File: src/rtl/prime_display_pkg.sv
// Shared types, glyph constants and the double-dabble step for prime_display.
package prime_display_pkg;

   typedef enum logic [1:0] {
      IDLE,
      CONV,
      LATCH
   } state_t;

   localparam int unsigned BIN_W   = 9;
   localparam int unsigned BCD_W   = 12;
   localparam int unsigned SHIFT_W = BCD_W + BIN_W;

   // Display codes fed to seg7_decode; 0-9 are plain decimal digits.
   localparam logic [3:0] CODE_P     = 4'hA;
   localparam logic [3:0] CODE_DASH  = 4'hB;
   localparam logic [3:0] CODE_E     = 4'hC;
   localparam logic [3:0] CODE_BLANK = 4'hF;

   // Active-low segment patterns, bit 0 = a .. bit 6 = g.
   localparam logic [6:0] SEG_BLANK = 7'h7F;
   localparam logic [6:0] SEG_P     = 7'h0C;
   localparam logic [6:0] SEG_DASH  = 7'h3F;
   localparam logic [6:0] SEG_E     = 7'h06;

   // Digit table, index 9 first in the concatenation.
   localparam logic [9:0][6:0] DIGIT_SEG = {
      7'h10, 7'h00, 7'h78, 7'h02, 7'h12,
      7'h19, 7'h30, 7'h24, 7'h79, 7'h40
   };

   // One double-dabble iteration: add 3 to every BCD nibble >= 5, then shift left.
   function automatic logic [SHIFT_W-1:0] dabble_step(input logic [SHIFT_W-1:0] s);
      logic [SHIFT_W-1:0] t;
      t = s;
      for (int unsigned i = 0; i < BCD_W / 4; i++) begin
         if (t[BIN_W + 4*i +: 4] >= 4'd5) begin
            t[BIN_W + 4*i +: 4] = t[BIN_W + 4*i +: 4] + 4'd3;
         end
      end
      return {t[SHIFT_W-2:0], 1'b0};
   endfunction

endpackage

File: src/rtl/prime_display_if.sv
// Operand/flag inputs and display outputs of prime_display.
interface prime_display_if;
   import prime_display_pkg::*;

   logic [BIN_W-1:0] number;
   logic             result;
   logic [6:0]       seg;
   logic             dp;
   logic [3:0]       an;
   logic             busy;

   modport master (
      output number, result,
      input  seg, dp, an, busy
   );

   modport slave (
      input  number, result,
      output seg, dp, an, busy
   );
endinterface

File: src/rtl/prime_display_seg7_decode.sv
// Display code to active-low 7-segment pattern.
module seg7_decode
   import prime_display_pkg::*;
(
   input  logic [3:0] code,
   output logic [6:0] seg
);

   // Table lookup; unknown codes render blank.
   always_comb begin
      seg = SEG_BLANK;
      case (code)
         4'd0, 4'd1, 4'd2, 4'd3, 4'd4,
         4'd5, 4'd6, 4'd7, 4'd8, 4'd9: seg = DIGIT_SEG[code];
         CODE_P:                       seg = SEG_P;
         CODE_DASH:                    seg = SEG_DASH;
         CODE_E:                       seg = SEG_E;
         default:                      seg = SEG_BLANK;
      endcase
   end

endmodule

File: src/rtl/prime_display.sv
// Binary-to-BCD conversion of the operand plus a multiplexed 4-digit display:
// digit 3 shows prime status, digits 2..0 the decimal value.
module prime_display
   import prime_display_pkg::*;
#(
   parameter int unsigned DIGIT_TICKS = 100000,
   parameter int unsigned PRIME_MAX   = 360
) (
   input  logic            clk,
   input  logic            reset,
   prime_display_if.slave  bus
);

   localparam int unsigned TICK_W    = (DIGIT_TICKS > 1) ? $clog2(DIGIT_TICKS) : 1;
   localparam logic [3:0]  CONV_LAST = 4'd8;

   state_t             state;
   logic [SHIFT_W-1:0] shift_q;
   logic [BIN_W-1:0]   last_q;
   logic [BIN_W-1:0]   cap_q;
   logic [3:0]         cnt;
   logic               force_q;
   logic               busy_q;
   logic               prime_q;
   logic [3:0][3:0]    disp_q;

   logic [TICK_W-1:0]  tick;
   logic [1:0]         idx;
   logic [6:0]         seg_q;
   logic [3:0]         an_q;
   logic [6:0]         glyph;

   logic [3:0]         hund;
   logic [3:0]         tens;
   logic [3:0]         ones;

   assign hund = shift_q[BIN_W + 8 +: 4];
   assign tens = shift_q[BIN_W + 4 +: 4];
   assign ones = shift_q[BIN_W     +: 4];

   // Capture / convert / latch sequencer with the double-dabble datapath.
   always_ff @(posedge clk or negedge reset) begin
      if (!reset) begin
         state   <= IDLE;
         shift_q <= '0;
         last_q  <= '0;
         cap_q   <= '0;
         cnt     <= '0;
         force_q <= 1'b1;
         busy_q  <= 1'b0;
         prime_q <= 1'b0;
         disp_q  <= {4{CODE_BLANK}};
      end else begin
         unique case (state)
            IDLE: begin
               if ((bus.number != last_q) || force_q) begin
                  shift_q <= {{BCD_W{1'b0}}, bus.number};
                  last_q  <= bus.number;
                  cap_q   <= bus.number;
                  cnt     <= '0;
                  force_q <= 1'b0;
                  busy_q  <= 1'b1;
                  state   <= CONV;
               end
            end
            CONV: begin
               shift_q <= dabble_step(shift_q);
               // The prime flag lags the operand by one cycle, so it is
               // sampled on the second conversion edge.
               if (cnt == 4'd1) begin
                  prime_q <= bus.result;
               end
               if (cnt == CONV_LAST) begin
                  state <= LATCH;
               end
               cnt <= cnt + 4'd1;
            end
            LATCH: begin
               if (cap_q > BIN_W'(PRIME_MAX)) begin
                  disp_q[3] <= CODE_E;
               end else if (prime_q) begin
                  disp_q[3] <= CODE_P;
               end else begin
                  disp_q[3] <= CODE_DASH;
               end
               disp_q[2] <= (hund == 4'd0) ? CODE_BLANK : hund;
               disp_q[1] <= ((hund == 4'd0) && (tens == 4'd0)) ? CODE_BLANK : tens;
               disp_q[0] <= ones;
               busy_q    <= 1'b0;
               state     <= IDLE;
            end
            default: state <= IDLE;
         endcase
      end
   end

   seg7_decode u_decode (
      .code (disp_q[idx]),
      .seg  (glyph)
   );

   // Digit scan: anode and segments registered together from the same index.
   always_ff @(posedge clk or negedge reset) begin
      if (!reset) begin
         tick  <= '0;
         idx   <= '0;
         seg_q <= SEG_BLANK;
         an_q  <= '1;
      end else begin
         if (tick == TICK_W'(DIGIT_TICKS - 1)) begin
            tick <= '0;
            idx  <= idx + 2'd1;
         end else begin
            tick <= tick + 1'b1;
         end
         seg_q <= glyph;
         an_q  <= ~(4'b0001 << idx);
      end
   end

   assign bus.seg  = seg_q;
   assign bus.an   = an_q;
   assign bus.dp   = 1'b1;
   assign bus.busy = busy_q;

endmodule

File: src/flat_wrapper.sv
// flat-port wrapper written by rule: the top's interface ports become plain ports
module prime_display_flat import prime_display_pkg::*;
#(
   parameter int unsigned DIGIT_TICKS = 100000,
   parameter int unsigned PRIME_MAX   = 360
)
  (clk, reset, bus_number, bus_result, bus_seg, bus_dp, bus_an, bus_busy);
  prime_display_if bus_i ();
  input  logic clk;
  input  logic reset;
  input wire logic [$bits(bus_i.number)-1:0] bus_number;
  input wire logic [$bits(bus_i.result)-1:0] bus_result;
  output wire logic [$bits(bus_i.seg)-1:0] bus_seg;
  output wire logic [$bits(bus_i.dp)-1:0] bus_dp;
  output wire logic [$bits(bus_i.an)-1:0] bus_an;
  output wire logic [$bits(bus_i.busy)-1:0] bus_busy;
  assign bus_i.number = bus_number;
  assign bus_i.result = bus_result;
  assign bus_seg = bus_i.seg;
  assign bus_dp = bus_i.dp;
  assign bus_an = bus_i.an;
  assign bus_busy = bus_i.busy;
  prime_display #(.DIGIT_TICKS(DIGIT_TICKS), .PRIME_MAX(PRIME_MAX)) u_core (.clk(clk), .reset(reset), .bus(bus_i));
endmodule
File: config.mk
export PLATFORM = sky130hd
export DESIGN_NAME = prime_display_flat
export DESIGN_NICKNAME = d
export VERILOG_FILES = /design/src/rtl/prime_display_pkg.sv /design/src/rtl/prime_display_if.sv /design/src/rtl/prime_display_seg7_decode.sv /design/src/rtl/prime_display.sv /design/src/flat_wrapper.sv
export SDC_FILE = /design/constraint.sdc
export NUM_CORES = 1
export LEC_CHECK = 0
export CAP_MARGIN = 15
export CORE_MARGIN = 2
export CORE_UTILIZATION = 55
export DETAILED_ROUTE_END_ITERATION = 16
export GPL_ROUTABILITY_DRIVEN = 0
export PLACE_DENSITY = 0.75
export SYNTH_ARGS = -nofsm -noshare
export SYNTH_HDL_FRONTEND = slang
export SYNTH_SLANG_ARGS = --single-unit
File: constraint.sdc
create_clock -name clk -period 3.2 [get_ports clk]
set_clock_uncertainty 0.15 [all_clocks]
set_input_delay 0.32 -clock clk [delete_from_list [all_inputs] [get_ports clk]]
set_output_delay 0.32 -clock clk [all_outputs]
set_load 0.01 [all_outputs]
==> reports/metrics.yaml <==
die:
  die_area_mm2: 0.00840
  core-area_mm2: 0.00733
  pin_count: 25
  die_w_um: 91.7
  fp.dieH_um: 91.7
  row_count: 31
  start_util_pct: 57.7
power_and_ir_drop:
  p_int_mw: 2.47
  combPwrFrac_pct: 34.6
  ir_drop_mv: 0.550
  power.density_mw_per_mm2: 812
  power_switching_mw: 1.35
  clkPwrFrac_pct: 19.5
  leakagePower_nw: 2.14
  seqPwrFrac_pct: 46.0
  p_sw_share_pct: 35.4
cts:
  clockRootBuffer: "clkbuf_8"
  post_cts_resized: 0
  cts_buffers: 9
  cts_tree: "done"
  clk_path_buf_depth: 2
  worstSkewPairLatency_ns: 0.35
  cts_sinks: 84
  cts_setup_buffers: 0
  htree_levels: 3
  hold_buffers: 0
  clkTransAtPathRegs_ns: 0.08
global_routing:
  grt_pass1_vias: 2885
  grt_usage_pct: 20.1
  grtUsageMet3_pct: 3.37
  grt_max_degree: 85
  grt_antenna_before_repair: 0
  grt_most_used_layer: "met2"
  overflow: 0
  met1_usage_pct: 28.3
  met2_usage_pct: 31.3
  grt_pass1_wl_mm: 13.5
sta:
  fin_crit_sh_pct: 76.5
  finalHoldViolCount: 0
  rsz0062_at_grt: "no"
  tns_ns: 0
  setup_violations: 0
  postLayoutSetupSlackWorst_ns: 0.750
  maxSlewViolCount: 0
  relSlewSlack_pct: 33.5
  max_freq_mhz: 408
  finalCriticalPeriod_ns: 2.45
  worstMarginPinSlew_ns: 0.998
critical_path:
  worstSetupEndpointType: "register"
  critical_path_required_ns: 3.32
  start_kind: "register"
  cp_max_fo: 8
  critical_path_class: "register to register"
  arrival_ns: 2.57
  rr_worst_depth: 6
routing:
  postRouteAntennaNets: 0
  vias: 2951
  drt_first_pass_iters: 4
  vias_per_cell: 5.54
  wirelength_mm: 7.68
  drtIter0Drc: 149
  remaining_drc_errors: 0
  routedWlPerCell_um: 14.4
run_status:
  status: "complete, no violations"
layout:
  fin_nets: 461
  diodes: 0
  drive_above_1_share_pct: 12.7
  syn_to_final_growth_pct: 11.4
  nFillCells: 587
flow_run:
  drv_cap: 0
synth:
  synth_edf_count: 0
  yosysSeqAreaShare_pct: 50.5
  synth_cell_types: 50
  synthArstFlopShare_pct: 100
  synth_nets: 442
  synth_seq_cells: 84
  ys.flop_type: "dfrtp_1"
  synth_area_mm2: 0.00423
  synth_area_per_cell_um2: 10.3
  syn_inst: 410
  yosys_warnings: 0
hold_path:
  min_path_type: "primary input to asynchronous set/reset pin"
placement:
  dp_slack_ns: 0.661
  io_buffers: 23
  hpwl_mm: 5.33
cells in the mapped netlist (9+ instances only):
cell type,n,area [um^2]
nand2_1,70,263
dfrtp_1,57,1430
nor2_1,30,113
dfstp_2,27,709
ha_1,20,250
inv_1,20,75.1
o21ai_0,19,95.1
a22o_1,15,131
xnor2_1,14,123
xor2_1,14,123
a21oi_1,11,55.1
clkbuf_1,9,33.8
worst max-delay path, stage by stage (launching register included):
cell     delay (ns)
dfrtp_1        0.54
mux4_2         0.62
ha_1           0.30
or3_1          0.37
a21oi_1        0.21
a31oi_1        0.08
o21ai_0        0.10
through the flow:
step           area (um^2)  hold WS [ns]  utilization [%]  cells  power, mW
3_5_place_dp          4520         0.296             61.6    517       3.10
4_1_cts               4710        0.0303             64.2    533       3.85
2_1_floorplan         4230        -0.126                -    410       2.72
6_report              4710       0.00378             64.2    533       3.82
5_1_grt               4710        0.0828             64.2    533       4.13
3_3_place_gp          4520         0.291             61.6    517       3.03
layout by cell type, fill, tap and decap left out, types with 4 or more instances in the layout:
| master | Yosys | layout |
|---|---|---|
| a21oi_1 | 11 | 11 |
| a221o_1 | 7 | 7 |
| a22o_1 | 15 | 15 |
| and2_1 | 4 | 4 |
| and4_1 | 4 | 4 |
| buf_4 | 1 | 5 |
| clkbuf_8 | 0 | 10 |
| clkdlybuf4s50_1 | 0 | 22 |
| dfrtp_1 | 57 | 57 |
| dfstp_2 | 27 | 27 |
| ha_1 | 20 | 20 |
| inv_1 | 20 | 20 |
| mux2i_1 | 8 | 8 |
| nand2_1 | 70 | 70 |
| nand2b_1 | 7 | 7 |
| nand3_1 | 8 | 8 |
| nand4_1 | 4 | 4 |
| nor2_1 | 30 | 30 |
| o211ai_1 | 4 | 4 |
| o21ai_0 | 19 | 19 |
| o22a_1 | 4 | 4 |
| xnor2_1 | 14 | 14 |
| xor2_1 | 14 | 14 |
power groups by stage:
stage	clock (mW)	sequential, mW	combinational (mW)
after detailed placement	0	1.77	1.33
after global placement	0	1.76	1.27
after floorplan	0	1.67	1.05
after CTS	0.764	1.75	1.33
after global routing	0.813	1.81	1.51
final	0.744	1.76	1.32
per-layer routing:
metal	wire length [um]	share of wire, %
met2	3530	46
met4	116	1.5
met3	216	2.8
met5	0	0
met1	3820	50
kinds of logic (layout without fill, tap and decap cells):
kind of cell	count (synthesis)	in the layout	share of synthesized area (%)
xor gates and xnor gates	28	28	5.80
other	1	1	0.0887
adders and majority gates	20	20	5.92
buffers and inverters	39	63	3.97
and+or+nand+nor	147	147	16.2
DFF	84	84	50.5
muxes	16	16	4.82
AOI/OAI and AO/OA	75	75	12.7
area by class of cell:
type	instances	area, um^2	share of cell area, %
flip-flops and latches	84	2140	45.4
multi-input cells	287	1920	40.9
repair buffers	27	258	5.47
clock buffers	11	141	3.00
well taps	99	124	2.63
inverters	20	75.1	1.59
clock inverters	5	51.3	1.09
registers in the layout (all words and copies together), names as in the netlist:
register and count:
u_core.idx 2, u_core.last_q 9, u_core.bus.an 4, u_core.prime_q 1
u_core.shift_q 21, u_core.cnt 4, u_core.bus.busy 1, u_core.tick 17
u_core.force_q 1, u_core.state 2, u_core.disp_q 15, u_core.bus.seg 7
path summary, 6_finish.rpt:
kind | start | endpoint | slack [ns]
max in group asynchronous | reset | u_core.cnt[2] | 2.28
worst min-delay path | reset | u_core.tick[16] | 0.004
worst min register to register | u_core.disp_q[9] | u_core.disp_q[9] | 0.31
min in group clk | u_core.disp_q[9] | u_core.disp_q[9] | 0.31
worst max register to register | u_core.idx[0] | u_core.bus.seg[0] | 0.75
worst max-delay path | u_core.idx[0] | u_core.bus.seg[0] | 0.75
Note: power is estimated with default switching activity, not from simulation.
